### src/rtl/div_pkg.sv
// Shared types and constants for the sequential restoring divider.
package div_pkg;

  typedef enum logic [1:0] {
    IDLE = 2'd0,
    ITER = 2'd1,
    DONE = 2'd2
  } state_t;

  localparam int DIV_W_DEFAULT = 64;

  // Fill bit for the divide-by-zero quotient; replicated to W bits gives all ones.
  localparam logic DBZ_Q_FILL = 1'b1;

endpackage

### src/rtl/div_step.sv
// One restoring-division iteration: shift the remainder/quotient pair left,
// trial-subtract the divisor at W+1 bits and restore on a borrow.
module div_step
  import div_pkg::*;
#(
  parameter int W = DIV_W_DEFAULT
) (
  input  logic [W-1:0] r_cur,
  input  logic [W-1:0] q_cur,
  input  logic [W-1:0] d_cur,
  output logic [W-1:0] r_next,
  output logic [W-1:0] q_next
);

  logic [W:0] shifted;
  logic [W:0] diff;
  logic       qbit;

  always_comb begin
    shifted = {r_cur, q_cur[W-1]};
    diff    = shifted - {1'b0, d_cur};
    // A set MSB means the subtraction borrowed, so the divisor did not fit.
    qbit    = ~diff[W];
    r_next  = qbit ? diff[W-1:0] : shifted[W-1:0];
    q_next  = {q_cur[W-2:0], qbit};
  end

endmodule

### src/rtl/div_seq_ctrl.sv
// Sequencer for the iterative restoring divider: operand capture, W-step loop
// and valid/ready handshakes. Optional macro DIV_EARLY_EXIT_EN skips the loop when dividend < divisor.
module div_seq_ctrl
  import div_pkg::*;
#(
  parameter int W  = DIV_W_DEFAULT,
  parameter int CW = 7
) (
  input  logic         clk,
  input  logic         rst,
  input  logic         in_valid,
  output logic         in_ready,
  input  logic [W-1:0] dividend,
  input  logic [W-1:0] divisor,
  output logic         out_valid,
  input  logic         out_ready,
  output logic [W-1:0] quotient,
  output logic [W-1:0] remainder,
  output logic         div_by_zero,
  output logic         busy
);

  state_t         state_reg;
  logic [W-1:0]   q_reg;
  logic [W-1:0]   r_reg;
  logic [W-1:0]   d_reg;
  logic [CW-1:0]  cnt_reg;
  logic           dbz_reg;
  logic           out_valid_reg;
  logic           in_ready_reg;
  logic           busy_reg;

  logic [W-1:0]   r_next;
  logic [W-1:0]   q_next;

  div_step #(.W(W)) u_step (
    .r_cur  (r_reg),
    .q_cur  (q_reg),
    .d_cur  (d_reg),
    .r_next (r_next),
    .q_next (q_next)
  );

  always_ff @(posedge clk) begin
    if (rst) begin
      state_reg     <= IDLE;
      q_reg         <= '0;
      r_reg         <= '0;
      d_reg         <= '0;
      cnt_reg       <= '0;
      dbz_reg       <= 1'b0;
      out_valid_reg <= 1'b0;
      in_ready_reg  <= 1'b1;
      busy_reg      <= 1'b0;
    end else begin
      case (state_reg)
        IDLE: begin
          if (in_valid) begin
            in_ready_reg <= 1'b0;
            busy_reg     <= 1'b1;
            dbz_reg      <= 1'b0;
            d_reg        <= divisor;
            cnt_reg      <= CW'(W - 1);
            if (divisor == '0) begin
              state_reg     <= DONE;
              q_reg         <= {W{DBZ_Q_FILL}};
              r_reg         <= dividend;
              dbz_reg       <= 1'b1;
              out_valid_reg <= 1'b1;
            end
`ifdef DIV_EARLY_EXIT_EN
            else if (dividend < divisor) begin
              state_reg     <= DONE;
              q_reg         <= '0;
              r_reg         <= dividend;
              out_valid_reg <= 1'b1;
            end
`endif
            else begin
              state_reg <= ITER;
              q_reg     <= dividend;
              r_reg     <= '0;
            end
          end
        end
        ITER: begin
          r_reg   <= r_next;
          q_reg   <= q_next;
          cnt_reg <= cnt_reg - CW'(1);
          if (cnt_reg == '0) begin
            state_reg     <= DONE;
            out_valid_reg <= 1'b1;
          end
        end
        DONE: begin
          if (out_ready) begin
            state_reg     <= IDLE;
            out_valid_reg <= 1'b0;
            in_ready_reg  <= 1'b1;
            busy_reg      <= 1'b0;
          end
        end
        default: begin
          state_reg     <= IDLE;
          out_valid_reg <= 1'b0;
          in_ready_reg  <= 1'b1;
          busy_reg      <= 1'b0;
        end
      endcase
    end
  end

  assign in_ready    = in_ready_reg;
  assign out_valid   = out_valid_reg;
  assign busy        = busy_reg;
  assign quotient    = q_reg;
  assign remainder   = r_reg;
  assign div_by_zero = dbz_reg;

endmodule

### config.mk
export PLATFORM = sky130hd
export DESIGN_NAME = div_seq_ctrl
export DESIGN_NICKNAME = d
export VERILOG_FILES = /design/src/rtl/div_pkg.sv /design/src/rtl/div_step.sv /design/src/rtl/div_seq_ctrl.sv
export SDC_FILE = /design/constraint.sdc
export NUM_CORES = 1
export LEC_CHECK = 0
export CAP_MARGIN = 20
export CORE_MARGIN = 4
export CORE_UTILIZATION = 53
export DETAILED_ROUTE_END_ITERATION = 10
export PLACE_DENSITY = 0.88
export SYNTH_ARGS = -nofsm -noshare
export SYNTH_HDL_FRONTEND = slang
export SYNTH_SLANG_ARGS = --single-unit
export TNS_END_PERCENT = 20
### constraint.sdc
create_clock -name clk -period 4.3 [get_ports clk]
set_clock_uncertainty 0.2 [all_clocks]
set_input_delay 1.29 -clock clk [delete_from_list [all_inputs] [get_ports clk]]
set_output_delay 1.29 -clock clk [all_outputs]
set_load 0.1 [all_outputs]
==> flow_summary.json, run 1 <==
{
  "slowest_stage": "a211oi_1",
  "hp-class": "reg -> reg",
  "wirelength_mm": 46.9,
  "use_met2_pct": 50.7,
  "htreeDepth": 1,
  "endpoint_kind": "register",
  "rows": 56,
  "hold_buffers": 0,
  "worstPathCellList": "inv_1 > ha_1 > a21oi_1 > o21ai_0 > or3b_1 > a211oi_1 > o311ai_1 > a41o_1 > and4bb_2 > o21ai_0 > or4b_1 > a21oi_1",
  "worstReg2RegStart": "d_reg[16]$_SDFFE_PP0P_",
  "wl_per_cell_um": 21.0,
  "global_route.overflow_total": 0,
  "cp_num_buf_inv": 1,
  "ys_ff_latch": 205,
  "cp.required_ns": 4.53,
  "portBuffers": 263,
  "power_frac_clock_pct": 13.8,
  "netSwitchingFraction_pct": 52.3,
  "maxCapViolCount": 0,
  "syn_avg_cell_area_um2": 7.58,
  "core_um2": 23600,
  "grt_max_degree": 102,
  "pwr-share-comb_pct": 69.3,
  "switchingPower_mw": 8.09,
  "fin_ws_ns": 0.191,
  "yosysWarnings": 0,
  "grt_pass1_wl_mm": 71.7,
  "ff2ff_path_depth": 12,
  "setup_viol": 0,
  "synth-async-reset-ratio_pct": 0,
  "synthDistinctLibCells": 71,
  "timing.final.hold_violations": 0,
  "netlist_instances": 1691,
  "irDropWorstVdd_v": 0.000902,
  "period_share_pct": 95.6,
  "clk_latency_ns": 0.52,
  "finalInstanceArea_um2": 16400,
  "cts_tree": "yes",
  "hp-start": "d_reg[9]$_SDFFE_PP0P_",
  "cts_buffers": 24,
  "period_needed_ns": 4.11,
  "slew_headroom_pct": 27.5,
  "syn_nets": 1890,
  "synth_top_flop_cell": "dfxtp_1",
  "ant_nets": 0,
  "gp_congestion": 0.997,
  "cts.sinks": 205,
  "p_seq_share_pct": 16.9,
  "initialDrtViolationCount": 2125,
  "tightest_slew_ns": 1.09,
  "die_y_um": 163,
  "hold_depth": 2,
  "worst-r2r-setup-slack_ns": 0.19,
  "power.density_nw_per_um2": 940,
  "slowest_delay_ns": 0.47,
  "place_ws_ns": 0.00622,
  "cp.depth": 12,
  "vias": 14100,
  "dieArea_um2": 26700,
  "placed_cell_area_um2": 15600,
  "route.detailed.drc": 0,
  "fin_nets": 2090,
  "firstDrtPassIters": 6,
  "ys_seq_area_share_pct": 32.0,
  "cts.repair.resized": 0,
  "ios": 264,
  "startpoint_type": "register",
  "final_cell_mix": "nand2_1 (264), a21oi_1 (250), dfxtp_1 (204), clkdlybuf4s50_1 (182), buf_4 (116)",
  "synth_area_um2": 12800,
  "dpl.hpwl_mm": 35.3,
  "die_w_um": 163,
  "worstReg2RegEnd": "remainder[61]$_SDFFE_PP0P_",
  "initial_core_util_pct": 54.3,
  "grt-busiest-layer": "met2",
  "leakage_nw": 6.75,
  "crit_fanout": 7,
  "clockBufferDepth": 3,
  "fin_setup_tns_ns": 0,
  "area_growth_pct": 28.3,
  "crit_type": "reg -> reg",
  "rsz0062_at_grt": "false",
  "cts-root-buf": "clkbuf_16",
  "antenna_found_initial": 3,
  "grt.total_usage_pct": 33.1,
  "clkTransAtPathRegs_ns": 0.06,
  "cellInternalPower_mw": 7.37,
  "via_per_inst": 6.33,
  "status": "finished clean",
  "hold_end": "d_reg[9]$_SDFFE_PP0P_",
  "met3_usage_pct": 7.72,
  "cts_setup_buffers": 0,
  "synth_edf_count": 0,
  "drive_gt1_share_pct": 10.1,
  "grt_pass1_vias": 13300,
  "arrival_ns": 4.34,
  "final_common_cell": "nand2_1",
  "fmax_mhz": 243,
  "gr-usage-met1_pct": 45.1,
  "maxSlewViolCount": 0,
  "crit_family": "compound AO/OA/AOI/OAI gates",
  "total_power_mw": 15.5
}
==> layer usage <==
layer	vias to the layer above	part of all wire (%)	wire [um]
met2	871	44	20500
met3	126	12	5570
li1	6584	-	-
met1	6548	41	19200
met5	-	0	0
met4	0	3.5	1650
==> worst min-delay path, cell delays in order, from the launching register on <==
cell	delay [ns]
dfxtp_1	0.30
nand2_1	0.05
a21oi_1	0.05
==> power groups by stage <==
stage | sequential [mW] | combinational (mW) | clock [mW]
2_1_floorplan | 4.33 | 6.19 | 0
3_3_place_gp | 2.62 | 10.4 | 0
3_5_place_dp | 2.63 | 10.5 | 0
4_1_cts | 2.59 | 10.5 | 2.14
5_1_grt | 2.64 | 11.4 | 2.22
6_report | 2.61 | 10.7 | 2.13
==> through the flow <==
stage	std cells	util [%]	hold slack (ns)
floorplan	1691	-	0.236
global placement	2184	66.0	0.243
detailed placement	2184	66.0	0.247
CTS	2228	69.5	0.256
global route	2229	69.6	0.271
finish	2232	69.6	0.254
==> cell usage after synthesis (23+ instances only) <==
cell type  number  area share (%)
ha_1           66             6.4
a21oi_1       250             9.8
a21o_1         23             1.3
nand2_1       264             7.7
nor2_1         92             2.7
inv_1          89             2.6
nor3_1         34             1.3
dfxtp_1       205              32
xnor2_1        42             2.9
o21ai_0        47             1.8
o22ai_1        37             1.8
clkbuf_1      120             3.5
o221ai_1       50             3.4
a22oi_1        27             1.6
nand4_1        25             1.2
==> cell families after synthesis <==
logic type / share of synthesized area, %
mux: 2.61
compound gates: 29.4
xor+xnor: 4.24
buf+inv: 6.84
fa+ha+maj: 6.60
flops: 32.0
simple gates: 18.3
==> final cells by class <==
| cell class | instances | area, um2 |
|---|---|---|
| repair buffers | 308 | 2880 |
| diodes | 4 | 10.0 |
| well taps | 319 | 399 |
| inverters | 89 | 334 |
| flip-flops and latches | 205 | 4110 |
| clock inverters | 8 | 93.8 |
| fillers | 1950 | 7170 |
| multi-input cells | 1263 | 7880 |
| clock buffers | 36 | 737 |
==> worst max-delay path by stage <==
stage,startpoint,to,slack [ns]
after CTS,quotient[63]$_SDFFE_PP0P_,remainder[3]$_SDFFE_PP0P_,0.07
after global routing,quotient[63]$_SDFFE_PP0P_,remainder[4]$_SDFFE_PP0P_,0.03
after detailed placement,divisor[9],quotient[21]$_SDFFE_PP0P_,0.006
after floorplan,remainder[26]$_SDFFE_PP0P_,remainder[17]$_SDFFE_PP0P_,0.02
final,d_reg[16]$_SDFFE_PP0P_,remainder[61]$_SDFFE_PP0P_,0.19
after global placement,divisor[63],quotient[24]$_SDFFE_PP0P_,-0.002
(Power assumes the default switching activity.)
==> inputs of run 2 (changes only) <==
- MAX_ROUTING_LAYER: not set -> met4
- REMOVE_ABC_BUFFERS: not set -> 1
==> flow_summary.json, run 2 (synthesized netlist as in run 1, its figures left out) <==
{
  "period_needed_ns": 4.19,
  "fin_nets": 2098,
  "route.detailed.drc": 0,
  "die_w_um": 163,
  "slowest_stage": "a211oi_1",
  "maxSlewViolCount": 0,
  "cellInternalPower_mw": 7.38,
  "core_um2": 23600,
  "fmax_mhz": 239,
  "leakage_nw": 6.77,
  "slowest_delay_ns": 0.57,
  "via_per_inst": 6.25,
  "grt_pass1_wl_mm": 71.0,
  "hold_end": "d_reg[37]$_SDFFE_PP0P_",
  "initial_core_util_pct": 54.3,
  "cts_buffers": 24,
  "crit_fanout": 7,
  "startpoint_type": "register",
  "wirelength_mm": 44.8,
  "firstDrtPassIters": 7,
  "gp_congestion": 0.983,
  "timing.final.hold_violations": 0,
  "p_seq_share_pct": 16.6,
  "ff2ff_path_depth": 12,
  "vias": 14000,
  "cts.repair.resized": 0,
  "setup_viol": 0,
  "drive_gt1_share_pct": 10.3,
  "hold_buffers": 0,
  "irDropWorstVdd_v": 0.000627,
  "hp-start": "d_reg[37]$_SDFFE_PP0P_",
  "grt.total_usage_pct": 33.2,
  "dr.max_layer_used": "met4",
  "wl_met3_mm": 4.32,
  "rsz0062_at_grt": "false",
  "ios": 264,
  "dpl.hpwl_mm": 33.0,
  "worstPathCellList": "inv_1 > ha_1 > a21oi_1 > o21ai_0 > or3b_1 > a211oi_1 > o311ai_1 > a41o_1 > and4bb_2 > o21ai_0 > or4b_1 > a21oi_1",
  "portBuffers": 263,
  "netSwitchingFraction_pct": 52.2,
  "ant_nets": 0,
  "cts-root-buf": "clkbuf_16",
  "grt_pass1_vias": 13400,
  "hold_depth": 2,
  "clockBufferDepth": 3,
  "pwr-share-comb_pct": 69.6,
  "clk_latency_ns": 0.53,
  "worst-r2r-setup-slack_ns": 0.11,
  "wl_per_cell_um": 20.1,
  "cts_tree": "yes",
  "final_cell_mix": "nand2_1 (264), a21oi_1 (250), dfxtp_1 (205), clkdlybuf4s50_1 (180), buf_4 (129)",
  "final_common_cell": "nand2_1",
  "global_route.overflow_total": 0,
  "total_power_mw": 15.4,
  "power.density_nw_per_um2": 941,
  "die_y_um": 163,
  "crit_type": "reg -> reg",
  "power_frac_clock_pct": 13.8,
  "switchingPower_mw": 8.07,
  "initialDrtViolationCount": 1398,
  "dieArea_um2": 26700,
  "worstReg2RegEnd": "remainder[61]$_SDFFE_PP0P_",
  "fin_setup_tns_ns": 0,
  "antenna_cells": 0,
  "status": "finished clean",
  "cts.sinks": 205,
  "endpoint_kind": "register",
  "worstReg2RegStart": "d_reg[16]$_SDFFE_PP0P_",
  "hp-class": "reg -> reg",
  "area_growth_pct": 28.2,
  "rows": 56,
  "cp.required_ns": 4.55,
  "slew_headroom_pct": 32.0,
  "grt_max_degree": 110,
  "antenna_found_initial": 0,
  "arrival_ns": 4.44,
  "wl_met1_mm": 18.9,
  "wl_met2_mm": 20.3,
  "maxCapViolCount": 0,
  "cts_setup_buffers": 0,
  "hold_ws_ns": 0.255,
  "tightest_slew_ns": 1.02,
  "htreeDepth": 1,
  "period_share_pct": 97.4,
  "clkTransAtPathRegs_ns": 0.06
}
-- run 2: cell count changes in the layout (fill, tap and decap cells not counted), sizes merged --
cell | previous run | this run
buf | 126 | 136
bufinv | 2 | 3
clkbuf | 36 | 34
clkdlybuf4s50 | 182 | 180
clkinv | 6 | 4
diode | 4 | 0
inv | 89 | 90
-- run 2: metal layers --
layer  GRT usage (%)  up-vias
met1            44.4     6601
met3            5.07       95
met4            9.38        0
li1                -     6585
met2            52.4      679
met5               -        -
-- run 2: layout make-up --
class | instances | area (um2)
inverter | 89 | 334
multi-input combinational | 1263 | 7860
clock buffer | 34 | 699
clock inverter | 8 | 123
fill | 1944 | 7190
sequential | 205 | 4100
timing repair buffer | 316 | 2900
tap | 319 | 399
-- run 2: worst max-delay path: cells and delay by family (launching register included) --
family / cells / cell delay (ns)
buffers and inverters: 1 / 0.05
flip-flops: 1 / 0.33
AND/OR/NAND/NOR: 3 / 1.14
AO/OA/AOI/OAI: 7 / 2.03
adder cells (fa/ha/maj): 1 / 0.37
-- run 2: per-stage QoR --
stage,utilization [%],std cells,setup slack (ns),area (um2)
finish,69.6,2234,0.112,16400
global route,69.6,2234,0.0354,16400
detailed placement,66.1,2192,-0.107,15600
floorplan,-,1557,-2.23,12300
global placement,66.1,2192,-0.0790,15600
CTS,69.6,2234,0.264,16400
-- run 2: how the worst max path moves through the flow --
stage | depth (start not counted) | end | startpoint
after CTS | 15 | remainder[5]$_SDFFE_PP0P_ | quotient[63]$_SDFFE_PP0P_
after detailed placement | 8 | quotient[31]$_SDFFE_PP0P_ | divisor[9]
after global placement | 8 | quotient[22]$_SDFFE_PP0P_ | divisor[9]
final | 12 | remainder[61]$_SDFFE_PP0P_ | d_reg[16]$_SDFFE_PP0P_
after global routing | 15 | remainder[3]$_SDFFE_PP0P_ | quotient[63]$_SDFFE_PP0P_
after floorplan | 3 | div_by_zero$_SDFFE_PP0P_ | in_valid
-- run 2: power by group through the flow --
stage	Sequential (mW)	Clock (mW)	Combinational, mW
after floorplan	3.89	0	4.53
after global placement	2.57	0	10.5
after detailed placement	2.59	0	10.5
after CTS	2.55	2.16	10.6
after global routing	2.60	2.22	11.5
final	2.56	2.13	10.8
==> inputs of run 3 (changes only) <==
- CORE_UTILIZATION: 53 -> 65
- DONT_BUFFER_PORTS: not set -> 1
- PLACE_DENSITY: 0.88 -> 0.87
==> flow_summary.json, run 3 (synthesized netlist as in run 1, its figures left out) <==
{
  "period_needed_ns": 4.02,
  "route.detailed.drc": 0,
  "arrival_ns": 4.23,
  "endpoint_kind": "register",
  "fin_setup_tns_ns": 0,
  "cp.required_ns": 4.51,
  "place_ws_ns": 0.254,
  "cts_setup_buffers": 0,
  "wl_per_cell_um": 22.1,
  "dpl.hpwl_mm": 31.3,
  "finalInstanceArea_um2": 14200,
  "timing.final.hold_violations": 0,
  "grt_pass1_wl_mm": 68.3,
  "period_share_pct": 93.6,
  "crit_type": "reg -> reg",
  "worstReg2RegStart": "quotient[63]$_SDFFE_PP0P_",
  "clkTransAtPathRegs_ns": 0.06,
  "startpoint_type": "register",
  "hold_end": "d_reg[24]$_SDFFE_PP0P_",
  "cts_tree": "yes",
  "die_y_um": 148,
  "placed_cell_area_um2": 13500,
  "core_um2": 19400,
  "maxCapViolCount": 0,
  "rows": 51,
  "via_per_inst": 6.84,
  "initial_core_util_pct": 66.1,
  "vias": 13400,
  "slew_headroom_pct": 25.9,
  "leakage_nw": 5.84,
  "grt.total_usage_pct": 38.6,
  "hp-class": "reg -> reg",
  "fillerInstances": 1576,
  "fin_ws_ns": 0.276,
  "hold_buffers": 0,
  "cts.repair.resized": 0,
  "worst-r2r-setup-slack_ns": 0.28,
  "maxSlewViolCount": 0,
  "grt_pass1_vias": 12900,
  "antenna_found_initial": 1,
  "gp_congestion": 1.01,
  "cts.sinks": 205,
  "clockBufferDepth": 3,
  "clk_latency_ns": 0.53,
  "power.density_nw_per_um2": 1040,
  "initialDrtViolationCount": 1428,
  "grt_max_degree": 207,
  "ios": 264,
  "drive_gt1_share_pct": 9.38,
  "ant_nets": 0,
  "cts_buffers": 22,
  "tightest_slew_ns": 1.11,
  "irDropWorstVdd_v": 0.00120,
  "firstDrtPassIters": 9,
  "ff2ff_path_depth": 14,
  "total_power_mw": 14.8,
  "final_cell_mix": "nand2_1 (263), a21oi_1 (250), dfxtp_1 (205), buf_4 (96), nor2_1 (90)",
  "final_common_cell": "nand2_1",
  "fin_nets": 1883,
  "status": "finished clean",
  "fmax_mhz": 249,
  "worstReg2RegEnd": "remainder[8]$_SDFFE_PP0P_",
  "hold_depth": 2,
  "setup_viol": 0,
  "crit_fanout": 59,
  "wirelength_mm": 43.3,
  "hold_ws_ns": 0.254,
  "htreeDepth": 1,
  "rsz0062_at_grt": "false",
  "cts-root-buf": "clkbuf_16",
  "global_route.overflow_total": 0,
  "dieArea_um2": 22000,
  "die_w_um": 148,
  "hp-start": "d_reg[24]$_SDFFE_PP0P_",
  "area_growth_pct": 10.8,
  "portBuffers": 0
}
-- run 3: cell count changes in the layout (fill, tap and decap cells not counted), sizes merged --
cell / previous run / this run
clkinv: 4 / 2
buf: 136 / 103
clkdlybuf4s50: 180 / 0
clkinvlp: 0 / 2
inv: 90 / 89
diode: 0 / 1
bufinv: 3 / 2
clkbuf: 34 / 30
-- run 3: worst max-delay path, stage by stage (launching register included) --
cell and delay (ns):
dfxtp_1 0.33, inv_1 0.07, ha_1 0.22, fa_1 0.42, nor2b_1 0.19, o21bai_1 0.08, a21boi_0 0.33, o2111ai_1 0.22
a211oi_2 0.30, o211ai_1 0.11, a221o_2 0.39, buf_12 0.20, mux2_1 0.37, a221oi_1 0.29, nor3_1 0.09
-- run 3: report_power, final --
| group | switching, mW | internal, mW |
|---|---|---|
| Sequential | 0.769 | 2.22 |
| Clock | 0.802 | 1.10 |
| Combinational | 6.37 | 3.55 |
-- run 3: final cells by class --
cell class	instances	area [um2]	area share [%]
flip-flops and latches	205	4100	28.9
clock buffers	30	601	4.23
clock inverters	6	96.3	0.678
repair buffers	103	861	6.06
multi-input cells	1263	7870	55.4
well taps	265	332	2.33
diodes	1	2.50	0.0176
inverters	89	334	2.35
-- run 3: worst max-delay path by stage --
stage,from,endpoint,slack (ns)
finish,quotient[63]$_SDFFE_PP0P_,remainder[8]$_SDFFE_PP0P_,0.28
global route,quotient[63]$_SDFFE_PP0P_,remainder[8]$_SDFFE_PP0P_,0.06
CTS,quotient[63]$_SDFFE_PP0P_,remainder[8]$_SDFFE_PP0P_,0.24
detailed placement,quotient[63]$_SDFFE_PP0P_,remainder[8]$_SDFFE_PP0P_,0.25
global placement,d_reg[13]$_SDFFE_PP0P_,remainder[59]$_SDFFE_PP0P_,0.39
floorplan,in_valid,div_by_zero$_SDFFE_PP0P_,-2.23
-- run 3: stage by stage --
stage	util (%)	std cells
final	73.2	1962
after global routing	73.2	1962
after CTS	73.2	1961
after detailed placement	69.6	1925
after global placement	69.6	1925
after floorplan	-	1557
-- run 3: metal layers --
layer / global-route usage (%) / wire, um / part of all wire (%)
met1: 49.3 / 17300 / 40
met2: 60.7 / 19400 / 45
met3: 8.38 / 4760 / 11
met4: 14.1 / 1860 / 4.3
met5: - / 0 / 0
